## src/rtl/adder_mp_pkg.sv

```systemverilog
// Shared constants and types for the multi-precision sequential adder.
// Provides the default word width, FSM state encoding and index-width helper.
package adder_mp_pkg;

  localparam int NBIT_DEF = 32;
  localparam int MAXW_DEF = 8;

  typedef enum logic {
    IDLE = 1'b0,
    BUSY = 1'b1
  } state_e;

  function automatic int idx_w(input int maxw);
    return (maxw > 1) ? $clog2(maxw) : 1;
  endfunction

  localparam int IDXW_DEF = idx_w(MAXW_DEF);

endpackage

```

## src/rtl/adder_cla.sv

```systemverilog
// Combinational carry-lookahead adder built from 4-bit lookahead groups.
// NBIT must be a multiple of 4.
module adder_cla
  import adder_mp_pkg::*;
#(
  parameter int NBIT = NBIT_DEF
) (
  input  logic [NBIT-1:0] i_a,
  input  logic [NBIT-1:0] i_b,
  input  logic            i_c,
  output logic [NBIT-1:0] o_s,
  output logic            o_c
);

  localparam int NG = NBIT / 4;

  logic [NBIT-1:0] gen;
  logic [NBIT-1:0] prp;
  logic [NBIT-1:0] cin_bit;
  logic [NG:0]     cin_grp;
  logic            grp_g;
  logic            grp_p;
  logic            cc;

  always_comb begin
    gen        = i_a & i_b;
    prp        = i_a ^ i_b;
    cin_grp    = '0;
    cin_bit    = '0;
    grp_g      = 1'b0;
    grp_p      = 1'b1;
    cc         = 1'b0;
    cin_grp[0] = i_c;
    // Group generate/propagate give each group's carry-in without rippling bits
    for (int k = 0; k < NG; k++) begin
      grp_g = 1'b0;
      grp_p = 1'b1;
      for (int j = 0; j < 4; j++) begin
        grp_g = gen[4*k+j] | (prp[4*k+j] & grp_g);
        grp_p = grp_p & prp[4*k+j];
      end
      cin_grp[k+1] = grp_g | (grp_p & cin_grp[k]);
    end
    for (int k = 0; k < NG; k++) begin
      cc = cin_grp[k];
      for (int j = 0; j < 4; j++) begin
        cin_bit[4*k+j] = cc;
        cc = gen[4*k+j] | (prp[4*k+j] & cc);
      end
    end
    o_s = prp ^ cin_bit;
    o_c = cin_grp[NG];
  end

endmodule

```

## src/rtl/adder_mp_seq.sv

```systemverilog
// Multi-precision sequential adder: streams NBIT-bit words LS-first through
// adder_cla, carrying between words. Optional o_ovf port under ADDER_MP_OVF_EN.
module adder_mp_seq
  import adder_mp_pkg::*;
#(
  parameter int NBIT = NBIT_DEF,
  parameter int MAXW = MAXW_DEF
) (
  input  logic                     i_clk,
  input  logic                     i_rstn,
  input  logic                     i_valid,
  output logic                     o_ready,
  input  logic [NBIT-1:0]          i_a,
  input  logic [NBIT-1:0]          i_b,
  input  logic                     i_c,
  input  logic                     i_first,
  input  logic                     i_last,
  output logic                     o_valid,
  input  logic                     i_ready,
  output logic [NBIT-1:0]          o_s,
  output logic                     o_c,
  output logic                     o_last,
  output logic [idx_w(MAXW)-1:0]   o_idx,
  output logic                     o_err
`ifdef ADDER_MP_OVF_EN
  ,
  output logic                     o_ovf
`endif
);

  localparam int IW = idx_w(MAXW);

  state_e          state_q, state_d;
  logic            cry_q, cry_d;
  logic [IW-1:0]   cnt_q, cnt_d;
  logic            o_valid_q, o_valid_d;
  logic [NBIT-1:0] o_s_q, o_s_d;
  logic            o_c_q, o_c_d;
  logic            o_last_q, o_last_d;
  logic [IW-1:0]   o_idx_q, o_idx_d;
  logic            o_err_q, o_err_d;
  logic            o_ovf_q, o_ovf_d;

  logic            accept;
  logic            start;
  logic            cla_cin;
  logic [IW-1:0]   idx_cur;
  logic            eff_last;
  logic [NBIT-1:0] cla_s;
  logic            cla_c;
  logic            ovf_now;

  assign o_ready  = !o_valid_q || i_ready;
  assign accept   = i_valid && o_ready;
  assign start    = (state_q == IDLE) || i_first;
  assign cla_cin  = start ? i_c : cry_q;
  assign idx_cur  = start ? '0 : cnt_q;
  assign eff_last = i_last || (idx_cur == IW'(MAXW - 1));
  assign ovf_now  = (i_a[NBIT-1] == i_b[NBIT-1]) && (cla_s[NBIT-1] != i_a[NBIT-1]);

  adder_cla #(.NBIT(NBIT)) u_cla (
    .i_a (i_a),
    .i_b (i_b),
    .i_c (cla_cin),
    .o_s (cla_s),
    .o_c (cla_c)
  );

  always_comb begin
    state_d   = state_q;
    cry_d     = cry_q;
    cnt_d     = cnt_q;
    o_valid_d = o_valid_q;
    o_s_d     = o_s_q;
    o_c_d     = o_c_q;
    o_last_d  = o_last_q;
    o_idx_d   = o_idx_q;
    o_err_d   = o_err_q;
    o_ovf_d   = o_ovf_q;
    if (accept) begin
      o_valid_d = 1'b1;
      o_s_d     = cla_s;
      o_c_d     = cla_c;
      o_idx_d   = idx_cur;
      o_last_d  = eff_last;
      o_err_d   = eff_last && !i_last;
      o_ovf_d   = eff_last && ovf_now;
      // Closing word returns to IDLE so the next word restarts from i_c
      if (eff_last) begin
        state_d = IDLE;
        cnt_d   = '0;
        cry_d   = 1'b0;
      end else begin
        state_d = BUSY;
        cnt_d   = idx_cur + IW'(1);
        cry_d   = cla_c;
      end
    end else if (i_ready) begin
      o_valid_d = 1'b0;
    end
  end

  always_ff @(posedge i_clk) begin
    if (!i_rstn) begin
      state_q   <= IDLE;
      cry_q     <= 1'b0;
      cnt_q     <= '0;
      o_valid_q <= 1'b0;
      o_s_q     <= '0;
      o_c_q     <= 1'b0;
      o_last_q  <= 1'b0;
      o_idx_q   <= '0;
      o_err_q   <= 1'b0;
      o_ovf_q   <= 1'b0;
    end else begin
      state_q   <= state_d;
      cry_q     <= cry_d;
      cnt_q     <= cnt_d;
      o_valid_q <= o_valid_d;
      o_s_q     <= o_s_d;
      o_c_q     <= o_c_d;
      o_last_q  <= o_last_d;
      o_idx_q   <= o_idx_d;
      o_err_q   <= o_err_d;
      o_ovf_q   <= o_ovf_d;
    end
  end

  assign o_valid = o_valid_q;
  assign o_s     = o_s_q;
  assign o_c     = o_c_q;
  assign o_last  = o_last_q;
  assign o_idx   = o_idx_q;
  assign o_err   = o_err_q;
`ifdef ADDER_MP_OVF_EN
  assign o_ovf   = o_ovf_q;
`else
  logic unused_ovf;
  assign unused_ovf = o_ovf_q;
`endif

endmodule
```

## config.mk

```make
export PLATFORM = sky130hd
export DESIGN_NAME = adder_mp_seq
export DESIGN_NICKNAME = d
export VERILOG_FILES = /design/src/rtl/adder_mp_pkg.sv /design/src/rtl/adder_cla.sv /design/src/rtl/adder_mp_seq.sv
export SDC_FILE = /design/constraint.sdc
export NUM_CORES = 1
export LEC_CHECK = 0
export BUFFER_PORTS_ARGS = -buffer_cell sky130_fd_sc_hd__buf_2
export CAP_MARGIN = 20
export CORE_UTILIZATION = 50
export DETAILED_ROUTE_END_ITERATION = 10
export PLACE_DENSITY = 0.89
export REMOVE_ABC_BUFFERS = 1
export SLEW_MARGIN = 20
export SYNTH_ARGS = -nofsm -noshare
export SYNTH_HDL_FRONTEND = slang
export SYNTH_SLANG_ARGS = --single-unit
export TNS_END_PERCENT = 5
```

## constraint.sdc

```tcl
create_clock -name i_clk -period 3.89 [get_ports i_clk]
set_clock_uncertainty 0.1 [all_clocks]
set_input_delay 0.5835 -clock i_clk [delete_from_list [all_inputs] [get_ports i_clk]]
set_output_delay 0.5835 -clock i_clk [all_outputs]
set_load 0.005 [all_outputs]
```

== Yosys cells after proc, flatten, opt, wreduce, memory -nomap -nowiden ==
Cells that the tools add are included.

* Add/subtract/negate cells: 1
* Multiply operators: 0
* Div/mod/pow operators: 0
* Order comparisons: 0
* Eq/ne operators: 1
* Shift-type cells: 0
* Muxes and demuxes: 7
* Bitwise operators: 140
* Reductions and logical operators: 8

{| class="wikitable"
|+ Operators with widths
! kind !! number
|-
| 1-bit AND || 80
|-
| 32-bit bitwise XOR || 2
|-
| 1-bit bitwise OR || 56
|-
| 32-bit AND || 1
|-
| 3-bit two-way mux || 2
|-
| 1-bit two-way mux || 5
|-
| 3-bit by 1-bit adder with 3-bit output, second input constant || 1
|-
| 3-bit == test, second input constant || 1
|-
| 1-bit logical OR || 3
|-
| 1-bit logical AND || 2
|-
| 1-bit logical NOT || 2
|-
| 2-bit nonzero test || 1
|-
| 1-bit inverter || 1
|}

* Flip-flop bits (word level): 44
* Latch bits: 0
* Memory bits (writable): 0
* ROM bits: 0
* Bits of input ports: 71
* Output and inout port bits: 40
* Logic and storage cells: 166
* Memories: 0

== Depth between registers and ports, before layout ==
Gate-level depths: netlist (run 1).

* Depth in word-level cells: 27
* Gate-level depth with buffers: 13
* Mapped depth without buffers: 13

== Modules after synthesis ==
Synthesis (run 1) repeated with hierarchy kept, for this count alone.

* Cell total of the unflattened synthesis: 332
* Area, all modules: 3093.0 um^2

{| class="wikitable"
|+ Modules (own cells, without submodules)
! module !! times used !! cells each !! area each (um^2) !! sequential area each (um^2)
|-
| adder_mp_seq || 1 || 208 || 1751.7 || 880.8
|-
| adder_cla || 1 || 124 || 1341.3 || 0.0
|}

== Worst setup path before layout (run 1) ==
OpenSTA, ideal clock, no wires.

* Path kind: input to register
* Start: input port i_a[1]
* End: register o_s_q[31] (netlist: o_s[31])
* Setup time: 116 ps
* Arrival: 3443 ps
* Data required time: 3674 ps
* Setup slack: 230 ps
* Stages on the path: 13
* Buffers on the path: 0
* Cells stage by stage: ha_1 > a211oi_1 > nor2_1 > a211o_2 > a311oi_2 > a211oi_1 > nand2b_1 > fa_1 > fa_1 > fa_1 > xnor2_1 > nand2_1 > o211a_1

* Word-level cells in the longest chain between the ends: 27
* Elaborated cells between the ends (all ways): 32
* Classes of those cells: bitwise (32)

{| class="wikitable"
|+ Ends and longest elaborated chain
! what !! RTL line !! RTL
|-
| from (decl) || adder_mp_seq.sv:13 || <nowiki>input logic [NBIT-1:0] i_a,</nowiki>
|-
| 32-bit bitwise XOR || adder_cla.sv:27 || <nowiki>prp = i_a ^ i_b;</nowiki>
|-
| 1-bit AND || adder_cla.sv:39 || <nowiki>grp_g = gen[4*k+j] | (prp[4*k+j] & grp_g);</nowiki>
|-
| 1-bit bitwise OR || adder_cla.sv:39 ||
|-
| 1-bit AND || adder_cla.sv:39 ||
|-
| 1-bit bitwise OR || adder_cla.sv:39 ||
|-
| 1-bit AND || adder_cla.sv:39 ||
|-
| 1-bit bitwise OR || adder_cla.sv:39 ||
|-
| 1-bit bitwise OR (*) || adder_cla.sv:42 || <nowiki>cin_grp[k+1] = grp_g | (grp_p & cin_grp[k]);</nowiki>
|-
| (+11 left out) || n/a ||
|-
| 1-bit bitwise OR (*) || adder_cla.sv:42 ||
|-
| 1-bit AND (*) || adder_cla.sv:48 || <nowiki>cc = gen[4*k+j] | (prp[4*k+j] & cc);</nowiki>
|-
| 1-bit bitwise OR (*) || adder_cla.sv:48 ||
|-
| 1-bit AND (*) || adder_cla.sv:48 ||
|-
| 1-bit bitwise OR (*) || adder_cla.sv:48 ||
|-
| 1-bit AND (*) || adder_cla.sv:48 ||
|-
| 1-bit bitwise OR (*) || adder_cla.sv:48 ||
|-
| 32-bit bitwise XOR (*) || adder_cla.sv:51 || <nowiki>o_s = prp ^ cin_bit;</nowiki>
|-
| to (signal assigned) || adder_mp_seq.sv:120 || <nowiki>o_s_q <= o_s_d;</nowiki>
|-
| to (decl) || adder_mp_seq.sv:37 || <nowiki>logic [NBIT-1:0] o_s_q, o_s_d;</nowiki>
|}

Mark *: on every way between the ends. The rest lies on a longest branch, timed or not.
A chain may end at the register's enable or synchronous reset.

== Worst setup path in the final report (run 1) ==
Ends and elaborated chain as after synthesis.

==> results.yml, run 1 <==
critical_path:
  path_class: "in -> reg"
  timing.rr.end: "o_s[31]"
  crit_chain: "buf_2 -> ha_1 -> a211oi_1 -> nor2_1 -> a211o_2 -> a311oi_2 -> a211oi_1 -> nand2b_1 -> fa_1 -> fa_1 -> fa_1 -> xnor2_1 -> nand2_1 -> o211a_1"
  critPathCaptureType: "flip-flop"
  regToRegSetupSlack_ns: 0.36
  worst_path_largest_cell_delay_ns: 0.39
  r2r_start: "state_q"
  startpoint_type: "input pin"
  crit_required_ns: 3.98
  reg2reg_depth: 12
  critPathMaxFanout: 3
  cp_common_cell: "fa_1"
  arrival_ns: 3.74
  slowest_stage: "fa_1"
placement:
  portBuffers: 110
  hpwl_um: 5479
  placed_cell_area_um2: 3637
  gp_congestion: 0.8106
status:
  status: "completed"
detailed_routing:
  drt_iter0_drc: 70
  routedWlPerCell_um: 13.36
  routed_wl_um: 6731
  dr.pass1.iters: 4
  drc: 0
  vias_per_cell: 5.250
  final_antenna_net_count: 0
  vias: 2646
run:
  max_cap_violations: 0
min_path:
  worstHoldEndpoint: "o_s[6]"
  min_path_type: "reg -> reg"
  whs_path_depth: 2
  hold_path.startpoint: "o_s[6]"
grt:
  grt_max_degree: 52
  grt_antenna_before_repair: 0
  use_met2_pct: 42.84
  gr-total-overflow: 0
  grt_use_met3_pct: 7.011
  grt_util_met1_pct: 25.25
  gr-usage-all-layers_pct: 23.21
  top_usage_layer: "met2"
  grt_pass1_vias: 2734
  grt_pass1_wl_um: 11360
final_layout:
  antenna_cells: 0
  layout_commonest_cell: "buf_2"
  syn2layout_area_growth_pct: 25.43
  post-route-util_pct: 66.51
  mostFrequentLayoutCells: "buf_2, nand2_1, dfxtp_1"
  stdcell_area_um2: 3752
  drive_gt1_share_pct: 31.02
  fillers: 484
  nets: 560
clocking:
  clock-sinks: 44
  postCtsSetupBuffers: 0
  clock_latency_ns: 0.30
  root_buffer: "clkbuf_8"
  ctsHoldBuffers: 0
  cts_buffer_depth: 2
  cts_tree: "done"
  path_clk_slew_ns: 0.09
  htreeDepth: 2
  cts_buffers: 5
  cts_resized: 0
sta:
  max_freq_mhz: 274.4
  fin_crit_sh_pct: 93.67
  slew_headroom_pct: 40.14
  finalHoldViolCount: 0
  worst_slew_pin_slew_ns: 0.8980
  finalSetupViolations: 0
  fin_crit_ns: 3.644
  grt_setup_unrepaired: "false"
  drv_slew: 0
power_and_ir_drop:
  power.total_mw: 1.212
  ir_drop_v: 0.0001947
  power_density_nw_per_um2: 323.1
  power.leakage_nw: 1.862
die:
  coreArea_um2: 5642
  die_area_um2: 6296
  fp.dieH_um: 79.35
  die_w_um: 79.35
  io_pins: 111
  rows: 27
  start_util_pct: 53.03
yosys:
  ys_warn_count: 0
  synthCells: 320
  syn_avg_cell_area_um2: 9.349
  ys_seq_elements: 44
  synth.distinct_cells: 30
  yosysSeqAreaShare_pct: 29.44
  synth_area_um2: 2992
-- cells in the mapped netlist (all sizes together) --
cell / count / area [um^2]
a21oi: 18 / 90.09
o21ai: 9 / 45.04
nor3: 1 / 5.000
nor2: 9 / 33.78
o211a: 8 / 80.08
nor2b: 3 / 26.27
a2111o: 1 / 11.26
clkbuf: 13 / 48.80
a311oi: 1 / 15.01
o21bai: 2 / 15.01
a21o: 4 / 30.03
xnor2: 8 / 70.07
nand2: 79 / 296.5
and4: 2 / 17.52
ha: 34 / 425.4
nand3b: 1 / 7.510
nand4: 5 / 31.28
dfxtp: 44 / 880.8
a211oi: 2 / 15.01
fa: 24 / 480.5
nand3: 2 / 10.01
inv: 6 / 22.52
and2: 5 / 36.29
a21boi: 33 / 247.7
mux2: 1 / 15.01
nand2b: 3 / 18.77
a211o: 1 / 10.01
and3: 1 / 6.260
-- layer usage --
metal,share of wire [%],routed length (um)
met5,0,0
met2,49,3315
met3,7.9,534
met4,1.4,93
met1,41,2788
-- flip-flops by register name, indices dropped and copies added (netlist names) --
| register | flops |
|---|---|
| cnt_q | 3 |
| o_c | 1 |
| o_err | 1 |
| o_valid | 1 |
| state_q | 1 |
| o_s | 32 |
| o_last | 1 |
| o_idx | 3 |
| cry_q | 1 |
-- critical path, delay by kind of cell --
| family | cells | cell delay (ns) |
|---|---|---|
| AOI/OAI and AO/OA | 5 | 1.13 |
| xor gates and xnor gates | 1 | 0.15 |
| adders and majority gates | 4 | 1.46 |
| buffers and inverters | 1 | 0.10 |
| and+or+nand+nor | 3 | 0.30 |
-- cells by family after synthesis --
kind of cell / after synthesis / synth area share, %
buffers and inverters: 19 / 2.384
AO/OA/AOI/OAI: 79 / 18.69
adder cells (fa/ha/maj): 58 / 30.28
XOR/XNOR: 8 / 2.342
flip-flops: 44 / 29.44
multiplexers: 1 / 0.5017
AND/OR/NAND/NOR: 111 / 16.35
-- final cells by class --
type / count / area, um^2 / share of cell area (%)
Multi-Input combinational cell: 257 / 2041 / 54.38
Sequential cell: 44 / 880.8 / 23.47
Timing Repair Buffer: 117 / 603.1 / 16.07
Tap cell: 72 / 90.09 / 2.401
Clock buffer: 5 / 68.82 / 1.834
Clock inverter: 3 / 46.29 / 1.234
Inverter: 6 / 22.52 / 0.6002
-- worst max-delay path by stage --
stage,start,endpoint,slack [ns],depth (start not counted)
after CTS,i_a[11],o_s[23],0.26,15
after detailed placement,i_a[11],o_s[23],-0.06,15
after global placement,i_a[1],o_s[31],0.008,14
after floorplan,i_a[1],o_s[31],0.19,13
final,i_a[1],o_s[31],0.25,14
after global routing,i_a[1],o_s[27],0.03,14
-- stage by stage --
stage                     hold WS, ns  TNS [ns]  worst slack (ns)  std cells
after floorplan                0.3362         0            0.1865        307
after global placement         0.3460         0          0.007580        496
after detailed placement       0.3557   -0.2061          -0.06313        496
after CTS                      0.3686         0            0.2557        504
after global routing           0.3916         0           0.03144        504
final                          0.3641         0            0.2463        504
-- power by group --
| group | total [mW] | switching (mW) | leakage (nW) | internal (mW) |
|---|---|---|---|---|
| combinational | 0.345 | 0.178 | 1.45 | 0.168 |
| sequential | 0.505 | 0.0174 | 0.362 | 0.488 |
| clock | 0.362 | 0.168 | 0.0548 | 0.194 |
Power figures use the tool's default switching activity.
==> run 2, diff against run 1 <==
Settings changed: BUFFER_PORTS_ARGS -buffer_cell sky130_fd_sc_hd__buf_2 to not set, CORE_MARGIN set to 2, CORE_UTILIZATION 50 to 64, DONT_BUFFER_PORTS set to 1, PLACE_DENSITY 0.89 to 0.88.
==> run 2 against run 1 <==
- cell area down 17%
- core utilization grew 3.9 points
- flip-flop and latch count unchanged
- combinational power decreased by 33%
- fmax is 1.9% higher
==> results.yml, run 2 (synthesis results as in run 1) <==
status:
  status: "completed"
placement:
  placed_cell_area_um2: 3017
  gp_congestion: 0.7557
  portBuffers: 0
  hpwl_um: 4751
detailed_routing:
  vias: 2180
  drt_iter0_drc: 64
  drc: 0
  dr.pass1.iters: 4
  routed_wl_um: 5968
  routedWlPerCell_um: 16.22
  final_antenna_net_count: 0
  vias_per_cell: 5.924
grt:
  gr-total-overflow: 0
  gr-usage-all-layers_pct: 24.61
  grt_pass1_vias: 2341
  grt_antenna_before_repair: 0
  grt_pass1_wl_um: 10140
  grt_max_degree: 52
clocking:
  cts_buffers: 5
  cts_resized: 0
  clock_latency_ns: 0.29
  clock-sinks: 44
  cts_buffer_depth: 2
  postCtsSetupBuffers: 0
  htreeDepth: 2
  path_clk_slew_ns: 0.09
  root_buffer: "clkbuf_8"
  cts_tree: "done"
  ctsHoldBuffers: 0
critical_path:
  cp_common_cell: "fa_1"
  crit_chain: "ha_1 -> a211oi_1 -> nor2_1 -> a211o_2 -> a311oi_2 -> a211oi_1 -> nand2b_1 -> fa_1 -> fa_1 -> fa_1 -> xnor2_1 -> nand2_1 -> o211a_1"
  worst_path_largest_cell_delay_ns: 0.40
  slowest_stage: "fa_1"
  regToRegSetupSlack_ns: 0.32
  arrival_ns: 3.67
  startpoint_type: "input pin"
  path_delay_family: "adder cells"
  crit_required_ns: 3.99
  path_class: "in -> reg"
  critPathCaptureType: "flip-flop"
  critPathMaxFanout: 3
  cp_num_buf_inv: 0
power_and_ir_drop:
  power_density_nw_per_um2: 333.7
  ir_drop_v: 0.0001846
  power.total_mw: 1.037
  power.leakage_nw: 1.341
sta:
  slew_headroom_pct: 38.95
  fin_crit_sh_pct: 91.93
  grt_setup_unrepaired: "false"
  max_freq_mhz: 279.6
  fin_crit_ns: 3.576
  worst_slew_pin_slew_ns: 0.9157
  finalSetupViolations: 0
  finalHoldViolCount: 0
  drv_slew: 0
final_layout:
  nets: 444
  largest_register_ffs: 32
  stdcell_area_um2: 3109
  antenna_cells: 0
  drive_gt1_share_pct: 5.696
  fillers: 359
  mostFrequentLayoutCells: "nand2_1, dfxtp_1, ha_1"
  layout_commonest_cell: "nand2_1"
  syn2layout_area_growth_pct: 3.931
die:
  fp.dieH_um: 72.37
  die_w_um: 72.37
  die_area_um2: 5237
  start_util_pct: 67.77
  io_pins: 111
  coreArea_um2: 4414
  rows: 24
run:
  max_cap_violations: 0
min_path:
  min_path_type: "in -> reg"
-- run 2: metrics by stage --
| stage | setup slack [ns] | utilization (%) | hold WS (ns) | instances | setup TNS, ns |
|---|---|---|---|---|---|
| after global routing | 0.03250 | 70.44 | 0.2992 | 368 | 0 |
| after detailed placement | -0.007277 | 68.34 | 0.3510 | 360 | -0.007277 |
| after CTS | 0.2987 | 70.44 | 0.2951 | 368 | 0 |
| after floorplan | 0.1865 | - | 0.3362 | 307 | 0 |
| after global placement | 0.07135 | 68.34 | 0.3428 | 360 | 0 |
| final | 0.3140 | 70.44 | 0.3135 | 368 | 0 |
-- run 2: worst paths after layout --
check	startpoint	endpoint	depth (start not counted)
hold / removal	i_rstn	cry_q	2
hold reg to reg	cnt_q[2]	cnt_q[2]	2
setup / recovery	i_a[1]	o_s[31]	13
setup reg to reg	state_q	o_s[31]	12
-- run 2: final cells by class --
cell class,count,area [um^2],share of cell area [%]
multi-input combinational,257,2041,65.63
sequential,44,880.8,28.33
clock buffer,5,68.82,2.213
tap,52,65.06,2.093
clock inverter,3,23.77,0.7646
inverter,6,22.52,0.7243
timing repair buffer,1,7.507,0.2414
-- run 2: per-layer routing --
metal,track usage (%),vias to the layer above,wire length [um]
met5,0,-,0
met4,6.790,0,61
met3,9.722,7,620
met2,44.75,78,3044
met1,26.45,1011,2241
li1,-,1084,-
-- run 2: power breakdown --
| part | total, mW | switching, mW | internal (mW) | leakage, nW |
|---|---|---|---|---|
| sequential | 0.518 | 0.0294 | 0.488 | 0.362 |
| clock | 0.288 | 0.161 | 0.127 | 0.0404 |
| combinational | 0.232 | 0.121 | 0.111 | 0.939 |
| total | 1.04 | 0.311 | 0.726 | 1.34 |
